File: src/rtl/libiu.sv
// Shared definitions for the simdma init path: clock bundle, ROM depth and
// the init-ROM record encoding.
package libiu;

  typedef struct packed {
    logic clk;
  } iu_clk_type;

  localparam int ROM_WORDS_DEFAULT = 8192;

  typedef enum logic [1:0] {
    OP_END   = 2'b00,
    OP_WRITE = 2'b01,
    OP_FILL  = 2'b10,
    OP_RSVD  = 2'b11
  } iu_op_e;

  // Header word layout; bits between the op and count fields are don't-care.
  localparam int HDR_OP_HI  = 31;
  localparam int HDR_OP_LO  = 30;
  localparam int HDR_CNT_HI = 13;
  localparam int HDR_CNT_LO = 0;
  localparam int HDR_CNT_W  = HDR_CNT_HI - HDR_CNT_LO + 1;

endpackage

File: src/rtl/simdma_init_loader.sv
// Walks the init ROM record stream once per start and turns it into word
// writes on a valid/ready port, stopping at END or on the first fault.
//
// state | meaning
// IDLE  | waiting for start, never loaded
// HDR   | rom_dout holds a record header
// DST   | rom_dout holds the destination byte address
// DATA  | rom_dout holds the next WRITE payload word
// FILL  | replaying one FILL word count times
// DRAIN | END seen, waiting for the last write to be accepted
// DONE  | load complete
// ERR   | load aborted
module simdma_init_loader
  import libiu::*;
#(
  parameter int ROM_WORDS = ROM_WORDS_DEFAULT
) (
  input  iu_clk_type  gclk,
  input  logic        rst,
  input  logic        start,
  output logic [15:0] rom_addr,
  input  logic [31:0] rom_dout,
  output logic        wr_valid,
  input  logic        wr_ready,
  output logic [31:0] wr_addr,
  output logic [31:0] wr_data,
  output logic        busy,
  output logic        done,
  output logic        err
);

  typedef enum logic [2:0] {
    S_IDLE, S_HDR, S_DST, S_DATA, S_FILL, S_DRAIN, S_DONE, S_ERR
  } state_e;

  localparam logic [15:0]          LAST_PTR = 16'(ROM_WORDS - 1);
  localparam logic [HDR_CNT_W-1:0] CNT_ONE  = HDR_CNT_W'(1);

  logic                 clk;
  state_e               state;
  iu_op_e               op;
  iu_op_e               hdr_op;
  logic [HDR_CNT_W-1:0] cnt;
  logic [31:0]          dst_addr;
  logic [31:0]          fill_data;
  logic                 fill_have;
  logic [15:0]          ptr;
  logic [15:0]          ptr_next;
  logic                 consume;
  logic                 fault;
  logic                 load_ok;
  logic                 last_word;

  assign clk       = gclk.clk;
  assign hdr_op    = iu_op_e'(rom_dout[HDR_OP_HI:HDR_OP_LO]);
  assign load_ok   = !wr_valid || wr_ready;
  assign last_word = (ptr == LAST_PTR);

  // Every consumed word except an END header implies another word is needed,
  // so consuming the last ROM word in those cases is an overrun.
  always_comb begin
    consume = 1'b0;
    fault   = 1'b0;
    case (state)
      S_HDR: begin
        consume = 1'b1;
        fault   = (hdr_op == OP_RSVD) || ((hdr_op != OP_END) && last_word);
      end
      S_DST: begin
        consume = 1'b1;
        fault   = (rom_dout[1:0] != 2'b00) || last_word;
      end
      S_DATA: begin
        consume = load_ok;
        fault   = load_ok && last_word;
      end
      S_FILL: begin
        consume = !fill_have;
        fault   = !fill_have && last_word;
      end
      default: ;
    endcase
  end

  // The ROM sees the post-edge pointer so its data lines up with ptr.
  assign ptr_next = consume ? (ptr + 16'd1) : ptr;
  assign rom_addr = (state == S_IDLE || state == S_DONE || state == S_ERR) ? 16'd0 : ptr_next;

  always_ff @(posedge clk or negedge rst) begin
    if (!rst) begin
      state     <= S_IDLE;
      op        <= OP_END;
      cnt       <= '0;
      dst_addr  <= '0;
      fill_data <= '0;
      fill_have <= 1'b0;
      ptr       <= '0;
      wr_valid  <= 1'b0;
      wr_addr   <= '0;
      wr_data   <= '0;
      busy      <= 1'b0;
      done      <= 1'b0;
      err       <= 1'b0;
    end else begin
      ptr <= ptr_next;
      if (wr_valid && wr_ready) wr_valid <= 1'b0;

      case (state)
        S_IDLE, S_DONE, S_ERR: begin
          if (start) begin
            state <= S_HDR;
            ptr   <= '0;
            busy  <= 1'b1;
            done  <= 1'b0;
            err   <= 1'b0;
          end
        end
        S_HDR: begin
          op    <= hdr_op;
          cnt   <= rom_dout[HDR_CNT_HI:HDR_CNT_LO];
          state <= (hdr_op == OP_END) ? S_DRAIN : S_DST;
        end
        S_DST: begin
          dst_addr  <= rom_dout;
          fill_have <= 1'b0;
          if (cnt == '0)         state <= S_HDR;
          else if (op == OP_FILL) state <= S_FILL;
          else                   state <= S_DATA;
        end
        S_DATA: begin
          if (load_ok) begin
            wr_valid <= 1'b1;
            wr_addr  <= dst_addr;
            wr_data  <= rom_dout;
            dst_addr <= dst_addr + 32'd4;
            cnt      <= cnt - CNT_ONE;
            if (cnt == CNT_ONE) state <= S_HDR;
          end
        end
        S_FILL: begin
          if (!fill_have) begin
            fill_data <= rom_dout;
            fill_have <= 1'b1;
          end
          if (load_ok) begin
            wr_valid <= 1'b1;
            wr_addr  <= dst_addr;
            wr_data  <= fill_have ? fill_data : rom_dout;
            dst_addr <= dst_addr + 32'd4;
            cnt      <= cnt - CNT_ONE;
            if (cnt == CNT_ONE) state <= S_HDR;
          end
        end
        S_DRAIN: begin
          if (load_ok) begin
            state <= S_DONE;
            done  <= 1'b1;
            busy  <= 1'b0;
          end
        end
        default: state <= S_IDLE;
      endcase

      // A fault wins over everything above, including a write loaded this edge.
      if (fault) begin
        state    <= S_ERR;
        err      <= 1'b1;
        busy     <= 1'b0;
        wr_valid <= 1'b0;
      end
    end
  end

endmodule

File: config.mk
export PLATFORM = sky130hd
export DESIGN_NAME = simdma_init_loader
export DESIGN_NICKNAME = d
export VERILOG_FILES = /design/src/rtl/libiu.sv /design/src/rtl/simdma_init_loader.sv
export SDC_FILE = /design/constraint.sdc
export NUM_CORES = 1
export LEC_CHECK = 0
export CAP_MARGIN = 10
export CORE_MARGIN = 8
export CORE_UTILIZATION = 45
export DETAILED_ROUTE_END_ITERATION = 10
export GPL_TIMING_DRIVEN = 1
export PLACE_DENSITY = 0.79
export SYNTH_ARGS = -nofsm -noshare
export SYNTH_HDL_FRONTEND = slang
export SYNTH_SLANG_ARGS = --single-unit
File: constraint.sdc
create_clock -name gclk -period 2.78 [get_ports gclk]
set_clock_uncertainty 0.05 [all_clocks]
set_input_delay 0.556 -clock gclk [delete_from_list [all_inputs] [get_ports gclk]]
set_output_delay 0.556 -clock gclk [all_outputs]
set_load 0.005 [all_outputs]
==> metrics, run 1 <==
outcome=finished with violations; violations in the final reports=setup timing; fill cell total of the finished layout=1433; Maximum Capacitance Violations=0; top cell types by occurrence after synthesis=sky130_fd_sc_hd__dfrtp_1 (168), sky130_fd_sc_hd__nand2_1 (164), sky130_fd_sc_hd__o21ai_0 (78); number of vias per cell after detailed routing=5.79; Syn-to-layout area delta=35.6%; starting density of the core=45.8%; total buffers and inverters traversed by the critical path=2; required time at the endpoint of the critical path=2.17 ns; worst slew margin relative to its limit=50.6%; crit path capture type=output port; portion of the post-synthesis area used by sequential elements=51.1%; biggest fanout along the worst timing path=4; top achievable clock speed=347 MHz; overall die area=0.0229 mm^2; mean routed wirelength per cell=18.9 um; Most used DFF post-synth=sky130_fd_sc_hd__dfrtp_1; count of hold buffers inserted by post-cts repair=0; RSZ-0062 raised after global routing=yes; root cell of the clock tree=sky130_fd_sc_hd__clkbuf_16; kind of cell adding the most delay to the critical path=simple AND/OR/NAND/NOR gates; gr busiest metal=met2; PnR Total Power=13300 uW; Worst setup SP type=flip-flop; share of the clock period used by the worst path=104%; die width=151 um; Lkg Pwr=0.00479 uW; critical-path cell list=nand4_2 > buf_6 > or3_4 > nor4b_4 > xnor2_1 > nor2_1 > buf_2; areal power density over the cells=1200 mW/mm^2; H-tree Lvls=4; vias in the first global route=7346; worst slack at placement=-0.414 ns; Vias=7519; detailed router's first-iteration violation count=691; TritonCTS clock tree=built; routing usage on met3=5.08%; final-stage net count=1100; global-route wire length before repair=38300 um; Setup CP Type=reg2out; residual antenna-violating net count after detailed routing=0; yosys warns=0; share of the synthesized area in the top cell type=51.1%; post-layout worst setup margin=-0.0988 ns; Tightest Pin Transition=0.741 ns; clock latency on the worst-skew pair=0.43 ns; total standard cell area after synthesis=0.00822 mm^2; CTS buffer count=17; syn_nets=914; number of synthesized register bits=168; maximum number of pins on one net before global-route repair=45; cell types occupying the most area after synthesis=sky130_fd_sc_hd__dfrtp_1 (51%), sky130_fd_sc_hd__nand2_1 (7.5%), sky130_fd_sc_hd__o21ai_0 (4.7%), sky130_fd_sc_hd__mux2_2 (4.1%), sky130_fd_sc_hd__mux2i_1 (4.0%); number of remaining DRC errors=0; Post-synth EDFFs=0; arrival time of the worst setup path=2.27 ns; count leader, synth=sky130_fd_sc_hd__dfrtp_1; fraction of layout instances using a drive strength above 1=21.0%; Chip Height=151 um; Synth async-reset ratio=100%; Hold Fails Final Rpt=0; core box area=0.0180 mm^2; final HPWL from detailed placement=15700 um; number of sinks driven by the clock tree=168; Cell Rows=49; grt ovf=0; Post-Synthesis Mean Instance Area=9.42 um^2; wire length reported by the detailed router=24500 um; clk buf depth=2; Clock transition at path regs=0.06 ns; io pins=120; iteration count of the initial detailed-routing pass=7; final setup violation count=7; Tmin final=2.88 ns; Syn Inst Count=873; total count of max-transition violations in the final report=0; worst supply voltage drop on vdd=494 uV; antenna violations before repair=0; min-delay worst type=in2async; met1 track demand over resource in global routing=26.9%; biggest cell delay along the critical path=0.43 ns; All-Layer GR Usage=21.2%; routing usage on met2=34.9%; biggest area consumer among synthesized cells=sky130_fd_sc_hd__dfrtp_1; number of unique standard cell types used by synthesis=63; critical-path cell with the highest stage delay=sky130_fd_sc_hd__or3_4; number of antenna repair diodes=0; GPL Wtd Cong=0.912; number of port buffers=119
[layout make-up]
cell class | count | area, um^2 | share of cell area [%]
clock buffer | 22 | 464 | 4.16
clock inverter | 7 | 96.3 | 0.864
inverter | 16 | 60.1 | 0.538
multi-input combinational | 636 | 4050 | 36.3
sequential | 168 | 4210 | 37.7
tap | 229 | 287 | 2.57
timing repair buffer | 220 | 1990 | 17.8
[routing by layer]
layer | up-vias | wire length [um]
met5 | - | 0
met4 | 0 | 532
met3 | 57 | 1970
met2 | 343 | 12000
met1 | 3650 | 10100
li1 | 3469 | -
[worst paths after layout]
kind	cells after the start	start	slack, ns	to
setup / recovery	7	ptr[6]$_DFF_PN0_	-0.1	rom_addr[12]
hold / removal	1	rst	0.002	ptr[2]$_DFF_PN0_
hold reg to reg	2	wr_addr[9]$_DFFE_PN0P_	0.42	wr_addr[9]$_DFFE_PN0P_
setup reg to reg	15	state[0]$_DFFE_PN0P_	0.18	ptr[8]$_DFF_PN0_
max in group asynchronous	2	rst	2.02	dst_addr[1]$_DFFE_PN0P_
min in group gclk	2	wr_addr[9]$_DFFE_PN0P_	0.42	wr_addr[9]$_DFFE_PN0P_
[cells by family (layout without fill, tap and decap cells)]
group | after synthesis | in the layout | share of synthesized area (%)
AO/OA/AOI/OAI | 212 | 212 | 15.7
multiplexers | 63 | 63 | 8.12
adder cells (fa/ha/maj) | 7 | 7 | 1.02
XOR/XNOR | 14 | 14 | 1.49
AND/OR/NAND/NOR | 340 | 340 | 19.0
buffers and inverters | 69 | 265 | 3.61
flip-flops | 168 | 168 | 51.1
[report_power, final]
group          internal, uW  leakage [uW]  switching, uW  total, uW
combinational          3100       0.00248           3400       6500
sequential             3620       0.00205            902       4520
clock                  1360      0.000265            961       2320
total                  8080       0.00479           5260      13300
[cell usage in the layout, fill, tap and decap left out, types with 20 or more instances in the layout]
master	instances
sky130_fd_sc_hd__nand2_1	162
sky130_fd_sc_hd__a21oi_1	52
sky130_fd_sc_hd__buf_4	86
sky130_fd_sc_hd__mux2i_1	32
sky130_fd_sc_hd__clkdlybuf4s50_1	101
sky130_fd_sc_hd__mux2_2	30
sky130_fd_sc_hd__dfrtp_1	166
sky130_fd_sc_hd__nand3_1	20
sky130_fd_sc_hd__o21ai_0	77
sky130_fd_sc_hd__nor2_1	64
[registers in the layout, indices dropped and copies added, names as in the netlist]
register / cells
busy: 1
cnt: 14
done: 1
dst_addr: 32
err: 1
fill_data: 32
fill_have: 1
op: 2
ptr: 16
state: 3
wr_addr: 32
wr_data: 32
wr_valid: 1
[worst reg2reg max path: cells and delay by family (launching register included)]
family,cells,cell delay (ns)
xor gates and xnor gates,1,0.14
buffers and inverters,10,1.35
DFF,1,0.43
AOI/OAI and AO/OA,1,0.29
and+or+nand+nor,3,0.28
[metrics by stage]
| stage | area, um^2 | utilization, % | cells | TNS [ns] | hold WS [ns] |
|---|---|---|---|---|---|
| 6_report | 11200 | 62.1 | 1298 | -0.477 | 0.00243 |
| 3_5_place_dp | 9990 | 55.6 | 1223 | -5.11 | 0.413 |
| 2_1_floorplan | 8220 | - | 873 | 0 | 0.210 |
| 3_3_place_gp | 9990 | 55.6 | 1223 | -4.72 | 0.403 |
| 5_1_grt | 11200 | 62.1 | 1298 | -1.54 | 0.0164 |
| 4_1_cts | 11000 | 61.2 | 1289 | -0.228 | 0.00191 |
[timing repair]
action                                  in CTS  in global routing
buffers inserted                            36                 13
cloned                                       1                  0
gates resized for setup                     87                 37
endpoints found under the setup margin      16                 18
pin swaps                                   32                 37
(Power assumes the default switching activity.)
==> run 2: changes to the inputs <==
--- a/config.mk
+++ b/config.mk
@@ -11,6 +11,7 @@
 export DETAILED_ROUTE_END_ITERATION = 10
 export GPL_TIMING_DRIVEN = 1
 export PLACE_DENSITY = 0.79
+export SKIP_LAST_GASP = 1
 export SYNTH_ARGS = -nofsm -noshare
 export SYNTH_HDL_FRONTEND = slang
 export SYNTH_SLANG_ARGS = --single-unit
==> metrics, run 2 (same netlist as run 1, synthesis figures left out) <==
residual antenna-violating net count after detailed routing=0 (unchanged); Setup CP Type=reg2out (unchanged); io pins=120 (unchanged); Worst setup SP type=flip-flop (unchanged); routing usage on met2=34.9% (unchanged); PnR Total Power=13300 uW (about the same); post-layout worst setup margin=-0.240 ns (was -0.0988 ns); worst setup path startpoint=state[1]$_DFFE_PN0P_ (was ptr[6]$_DFF_PN0_); violations in the final reports=hold timing, setup timing (was setup timing); Cell Rows=49 (unchanged); top achievable clock speed=331 MHz (was 347 MHz); Tightest Pin Transition=0.741 ns (about the same); worst slack at placement=-0.414 ns (unchanged); routing usage on met3=5.08% (unchanged); number of port buffers=119 (unchanged); Hold Fails Final Rpt=2 (was 0); Chip Height=151 um (unchanged); root cell of the clock tree=sky130_fd_sc_hd__clkbuf_16 (unchanged); required time at the endpoint of the critical path=2.17 ns (about the same); RSZ-0062 raised after global routing=yes (unchanged); crit path capture type=output port (unchanged); number of antenna repair diodes=0 (unchanged); mean routed wirelength per cell=18.9 um (about the same); All-Layer GR Usage=21.2% (about the same); share of the clock period used by the worst path=109% (was 104%); total count of max-transition violations in the final report=0 (unchanged); leading cell type in the layout, fill and taps excluded=sky130_fd_sc_hd__dfrtp_1 (unchanged); number of vias per cell after detailed routing=5.82 (was 5.79); H-tree Lvls=4 (unchanged); global-route wire length before repair=38300 um (about the same); number of remaining DRC errors=0 (unchanged); worst slew margin relative to its limit=50.6% (about the same); final setup violation count=10 (was 7); gr busiest metal=met2 (unchanged); fraction of layout instances using a drive strength above 1=20.1% (was 21.0%); overall die area=0.0229 mm^2 (unchanged); maximum number of pins on one net before global-route repair=45 (unchanged); final HPWL from detailed placement=15700 um (unchanged); die width=151 um (unchanged); vias in the first global route=7353 (was 7346); antenna violations before repair=0 (unchanged); final-stage net count=1097 (was 1100); CTS buffer count=17 (unchanged); arrival time of the worst setup path=2.41 ns (was 2.27 ns); GPL Wtd Cong=0.912 (unchanged); biggest fanout along the worst timing path=4 (unchanged); number of sinks driven by the clock tree=168 (unchanged); iteration count of the initial detailed-routing pass=9 (was 7); wire length reported by the detailed router=24400 um (was 24500 um); detailed router's first-iteration violation count=748 (was 691); grt ovf=0 (unchanged); met1 track demand over resource in global routing=26.9% (unchanged); Vias=7537 (was 7519); clk buf depth=2 (unchanged); most frequent cells in the layout=sky130_fd_sc_hd__dfrtp_1 (166), sky130_fd_sc_hd__nand2_1 (163), sky130_fd_sc_hd__clkdlybuf4s50_1 (101) (was sky130_fd_sc_hd__dfrtp_1 (166), sky130_fd_sc_hd__nand2_1 (162), sky130_fd_sc_hd__clkdlybuf4s50_1 (101)); share of the core filled with cells=61.7% (was 62.1%); core box area=0.0180 mm^2 (unchanged); TritonCTS clock tree=built (unchanged); count of cells along the worst register-to-register path=14 (was 15); worst supply voltage drop on vdd=603 uV (was 494 uV); Syn-to-layout area delta=34.8% (was 35.6%); areal power density over the cells=1200 mW/mm^2 (about the same); Clock transition at path regs=0.06 ns (about the same); min-delay worst type=in2async (unchanged); clock latency on the worst-skew pair=0.43 ns (about the same); Tmin final=3.02 ns (was 2.88 ns); Maximum Capacitance Violations=0 (unchanged); startpoint of the worst register-to-register path=state[1]$_DFFE_PN0P_ (was state[0]$_DFFE_PN0P_); Worst Hold Margin=-0.00857 ns (was 0.00243 ns); Lkg Pwr=0.00476 uW (was 0.00479 uW); outcome=finished with violations (unchanged); starting density of the core=45.8% (unchanged)
==> run 2: final timing paths <==
kind,to,slack (ns)
setup / recovery,rom_addr[13],-0.24
hold / removal,ptr[2]$_DFF_PN0_,-0.009
setup reg to reg,ptr[13]$_DFF_PN0_,0.05
hold reg to reg,wr_addr[22]$_DFFE_PN0P_,0.42
max in group asynchronous,dst_addr[1]$_DFFE_PN0P_,2.03
min in group gclk,wr_addr[22]$_DFFE_PN0P_,0.42
==> run 2: per-layer routing <==
metal	share of wire [%]	vias up	routed length, um
li1	-	3467	-
met1	41	3657	10100
met2	48	345	11800
met3	7.4	68	1820
met4	2.8	0	682
met5	0	-	0
==> run 2: power by group <==
part / total [uW] / switching (uW) / internal (uW)
Combinational: 6420 / 3360 / 3070
Sequential: 4520 / 899 / 3620
Clock: 2320 / 961 / 1360
==> run 2: layout make-up <==
| type | instances | area, um^2 |
|---|---|---|
| Tap cell | 229 | 287 |
| Fill cell | 1437 | 6880 |
| Sequential cell | 168 | 4210 |
| Inverter | 16 | 60.1 |
| Clock inverter | 7 | 96.3 |
| Clock buffer | 22 | 464 |
| Timing Repair Buffer | 217 | 1970 |
| Multi-Input combinational cell | 636 | 4010 |
==> run 2: critical path, stage by stage, from the launching register on <==
cell                       delay, ns
sky130_fd_sc_hd__dfrtp_2        0.46
sky130_fd_sc_hd__nor4b_4        0.30
sky130_fd_sc_hd__a211oi_2       0.10
sky130_fd_sc_hd__buf_4          0.18
sky130_fd_sc_hd__buf_6          0.13
sky130_fd_sc_hd__nor4_4         0.34
sky130_fd_sc_hd__xnor2_1        0.17
sky130_fd_sc_hd__nor2_1         0.18
sky130_fd_sc_hd__buf_2          0.14
==> run 2: metrics by stage <==
stage | instance area (um^2) | instances | hold slack (ns) | TNS, ns
floorplan | 8220 | 873 | 0.210 | 0
global placement | 9990 | 1223 | 0.403 | -4.72
detailed placement | 9990 | 1223 | 0.413 | -5.11
CTS | 11000 | 1289 | 0.00191 | -0.261
global route | 11100 | 1295 | 0.0103 | -2.06
finish | 11100 | 1295 | -0.00857 | -0.943
==> run 2: timing repair <==
| action | CTS | global route |
|---|---|---|
| gates resized for setup | 85 | 26 |
| pin swaps | 32 | 28 |
| setup buffers | 36 | 10 |
| cloned | 1 | 0 |
| endpoints found under the setup margin | 16 | 18 |
| hold buffers | 0 | 0 |
| hold endpoints to repair | 0 | 0 |
==> run 3: changes to the inputs <==
--- a/config.mk
+++ b/config.mk
@@ -9,8 +9,9 @@
 export CORE_MARGIN = 8
 export CORE_UTILIZATION = 45
 export DETAILED_ROUTE_END_ITERATION = 10
+export DONT_BUFFER_PORTS = 1
 export GPL_TIMING_DRIVEN = 1
-export PLACE_DENSITY = 0.79
+export PLACE_DENSITY = 0.71
 export SKIP_LAST_GASP = 1
 export SYNTH_ARGS = -nofsm -noshare
 export SYNTH_HDL_FRONTEND = slang
==> metrics, run 3 (same netlist as run 1, synthesis figures left out) <==
kind of cell adding the most delay to the critical path=compound AO/OA/AOI/OAI gates (was simple AND/OR/NAND/NOR gates); Tightest Pin Transition=1.08 ns (was 0.741 ns); fill cell total of the finished layout=1612 (was 1437); post-layout worst setup margin=0.0893 ns (was -0.240 ns); cell area after layout=0.00928 mm^2 (was 0.0111 mm^2); Clock transition at path regs=0.07 ns (was 0.06 ns); wire length reported by the detailed router=21200 um (was 24400 um); violations in the final reports=hold timing (was hold timing, setup timing); Tmin final=2.69 ns (was 3.02 ns); most frequent cells in the layout=sky130_fd_sc_hd__dfrtp_1 (165), sky130_fd_sc_hd__nand2_1 (162), sky130_fd_sc_hd__o21ai_0 (77) (was sky130_fd_sc_hd__dfrtp_1 (166), sky130_fd_sc_hd__nand2_1 (163), sky130_fd_sc_hd__clkdlybuf4s50_1 (101)); H-tree Lvls=4 (unchanged); antenna violations before repair=0 (unchanged); GPL Wtd Cong=0.878 (was 0.912); root cell of the clock tree=sky130_fd_sc_hd__clkbuf_16 (unchanged); worst slew margin relative to its limit=28.0% (was 50.6%); core box area=0.0180 mm^2 (unchanged); switching part of the total power=41.3% (was 39.3%); detailed router's first-iteration violation count=591 (was 748); flop-to-flop setup slack=0.34 ns (was 0.05 ns); leading cell type in the layout, fill and taps excluded=sky130_fd_sc_hd__dfrtp_1 (unchanged); Chip Height=151 um (unchanged); CTS buffer count=17 (unchanged); area used by sequential logic in the layout=0.00421 mm^2 (about the same); cell area reported after detailed placement=0.00852 mm^2 (was 0.00999 mm^2); Worst setup SP type=flip-flop (unchanged); required time at the endpoint of the critical path=2.17 ns (about the same); worst supply voltage drop on vdd=560 uV (was 603 uV); Vias=6473 (was 7537); Setup TNS=0 ns (was -0.943 ns); die width=151 um (unchanged); global-route wire length before repair=33800 um (was 38300 um); crit path capture type=output port (unchanged); Maximum Capacitance Violations=0 (unchanged); Hold Fails Final Rpt=168 (was 2); RSZ-0062 raised after global routing=yes (unchanged); area occupied by multi-input gates=0.00384 mm^2 (was 0.00401 mm^2); Lkg Pwr=0.00391 uW (was 0.00476 uW); Pint=6860 uW (was 8050 uW); Syn-to-layout area delta=12.9% (was 34.8%); overall die area=0.0229 mm^2 (unchanged); share of the core filled with cells=51.7% (was 61.7%); vias in the first global route=6247 (was 7353); number of sinks driven by the clock tree=168 (unchanged); share of the clock period used by the worst path=96.8% (was 109%); fraction of layout instances using a drive strength above 1=13.9% (was 20.1%); All-Layer GR Usage=18.8% (was 21.2%); arrival time of the worst setup path=2.08 ns (was 2.41 ns); clk buf depth=2 (unchanged); starting density of the core=45.8% (unchanged); total buffers and inverters traversed by the critical path=1 (was 3); io pins=120 (unchanged); critical-path cell with the highest stage delay=sky130_fd_sc_hd__dfrtp_2 (unchanged); critical-path cell list=nor2b_2 > a211oi_2 > buf_6 > nor2_1 > a31o_2 > a21oi_2 (was nor4b_4 > a211oi_2 > buf_4 > buf_6 > nor4_4 > xnor2_1 > nor2_1 > buf_2); TritonCTS clock tree=built (unchanged); Setup CP Type=reg2out (unchanged); Worst Hold Margin=-0.230 ns (was -0.00857 ns); iteration count of the initial detailed-routing pass=6 (was 9); residual antenna-violating net count after detailed routing=0 (unchanged); sequential share of power=40.1% (was 34.1%); number of remaining DRC errors=0 (unchanged); total count of max-transition violations in the final report=0 (unchanged); maximum number of pins on one net before global-route repair=169 (was 45); grt ovf=0 (unchanged); final setup violation count=0 (was 10); worst slack at placement=0.283 ns (was -0.414 ns); Cell Rows=49 (unchanged); areal power density over the cells=1260 mW/mm^2 (was 1200 mW/mm^2); relative contribution of the clock network to total power=20.7% (was 17.5%); clock latency on the worst-skew pair=0.43 ns (about the same); final HPWL from detailed placement=14400 um (was 15700 um); number of antenna repair diodes=0 (unchanged); number of vias per cell after detailed routing=5.82 (about the same); outcome=finished with violations (unchanged); final-stage net count=911 (was 1097); min-delay worst type=in2async (unchanged); number of port buffers=0 (was 119); combinational fraction of design power=39.2% (was 48.4%); Psw=4830 uW (was 5220 uW); mean routed wirelength per cell=19.1 um (was 18.9 um); biggest cell delay along the critical path=0.49 ns (was 0.46 ns); biggest fanout along the worst timing path=13 (was 4); top achievable clock speed=372 MHz (was 331 MHz)
==> run 3: what timing repair did <==
item | in CTS | in global routing
resized for setup | 10 | 9
endpoints found under the setup margin | 11 | 16
buffers inserted | 4 | 5
endpoints found under the hold margin | 168 | 168
pin swaps | 1 | 4
==> run 3: final timing paths <==
| kind | start | end | depth (start not counted) |
|---|---|---|---|
| min in group gclk | rom_dout[1] | dst_addr[1]$_DFFE_PN0P_ | 2 |
| min | rst | ptr[5]$_DFF_PN0_ | 0 |
| max | state[1]$_DFFE_PN0P_ | rom_addr[15] | 6 |
| min reg2reg | op[0]$_DFFE_PN0P_ | op[0]$_DFFE_PN0P_ | 2 |
| max in group asynchronous | rst | state[2]$_DFFE_PN0P_ | 0 |
| max reg2reg | state[0]$_DFFE_PN0P_ | cnt[6]$_DFFE_PN0P_ | 7 |
==> run 3: layout make-up <==
cell class                 count  area share (%)
sequential                   168            45.3
multi-input combinational    636            41.3
clock buffer                  19            4.77
timing repair buffer          31            3.09
tap                          229            3.09
clock inverter                13            1.77
inverter                      16           0.647
==> run 3: metal layers <==
| layer | track usage (%) | part of all wire [%] |
|---|---|---|
| met1 | 25.2 | 45 |
| met2 | 28.7 | 46 |
| met3 | 5.62 | 7.6 |
| met4 | 5.54 | 1.1 |
| met5 | 0 | 0 |
==> run 3: power by group through the flow <==
stage	registers, uW	logic [uW]	clock network [uW]
after global routing	4880	5160	2570
after floorplan	4340	3480	0
after global placement	4720	4350	0
final	4690	4580	2420
after CTS	4730	4520	2470
after detailed placement	4750	4490	0
==> run 3: metrics by stage <==
stage	total power (uW)	std cells	hold WS (ns)
final	11700	1112	-0.230
after global routing	12600	1112	-0.251
after CTS	11700	1107	-0.246
after detailed placement	9240	1071	0.217
after global placement	9070	1071	0.217
after floorplan	7820	873	0.210
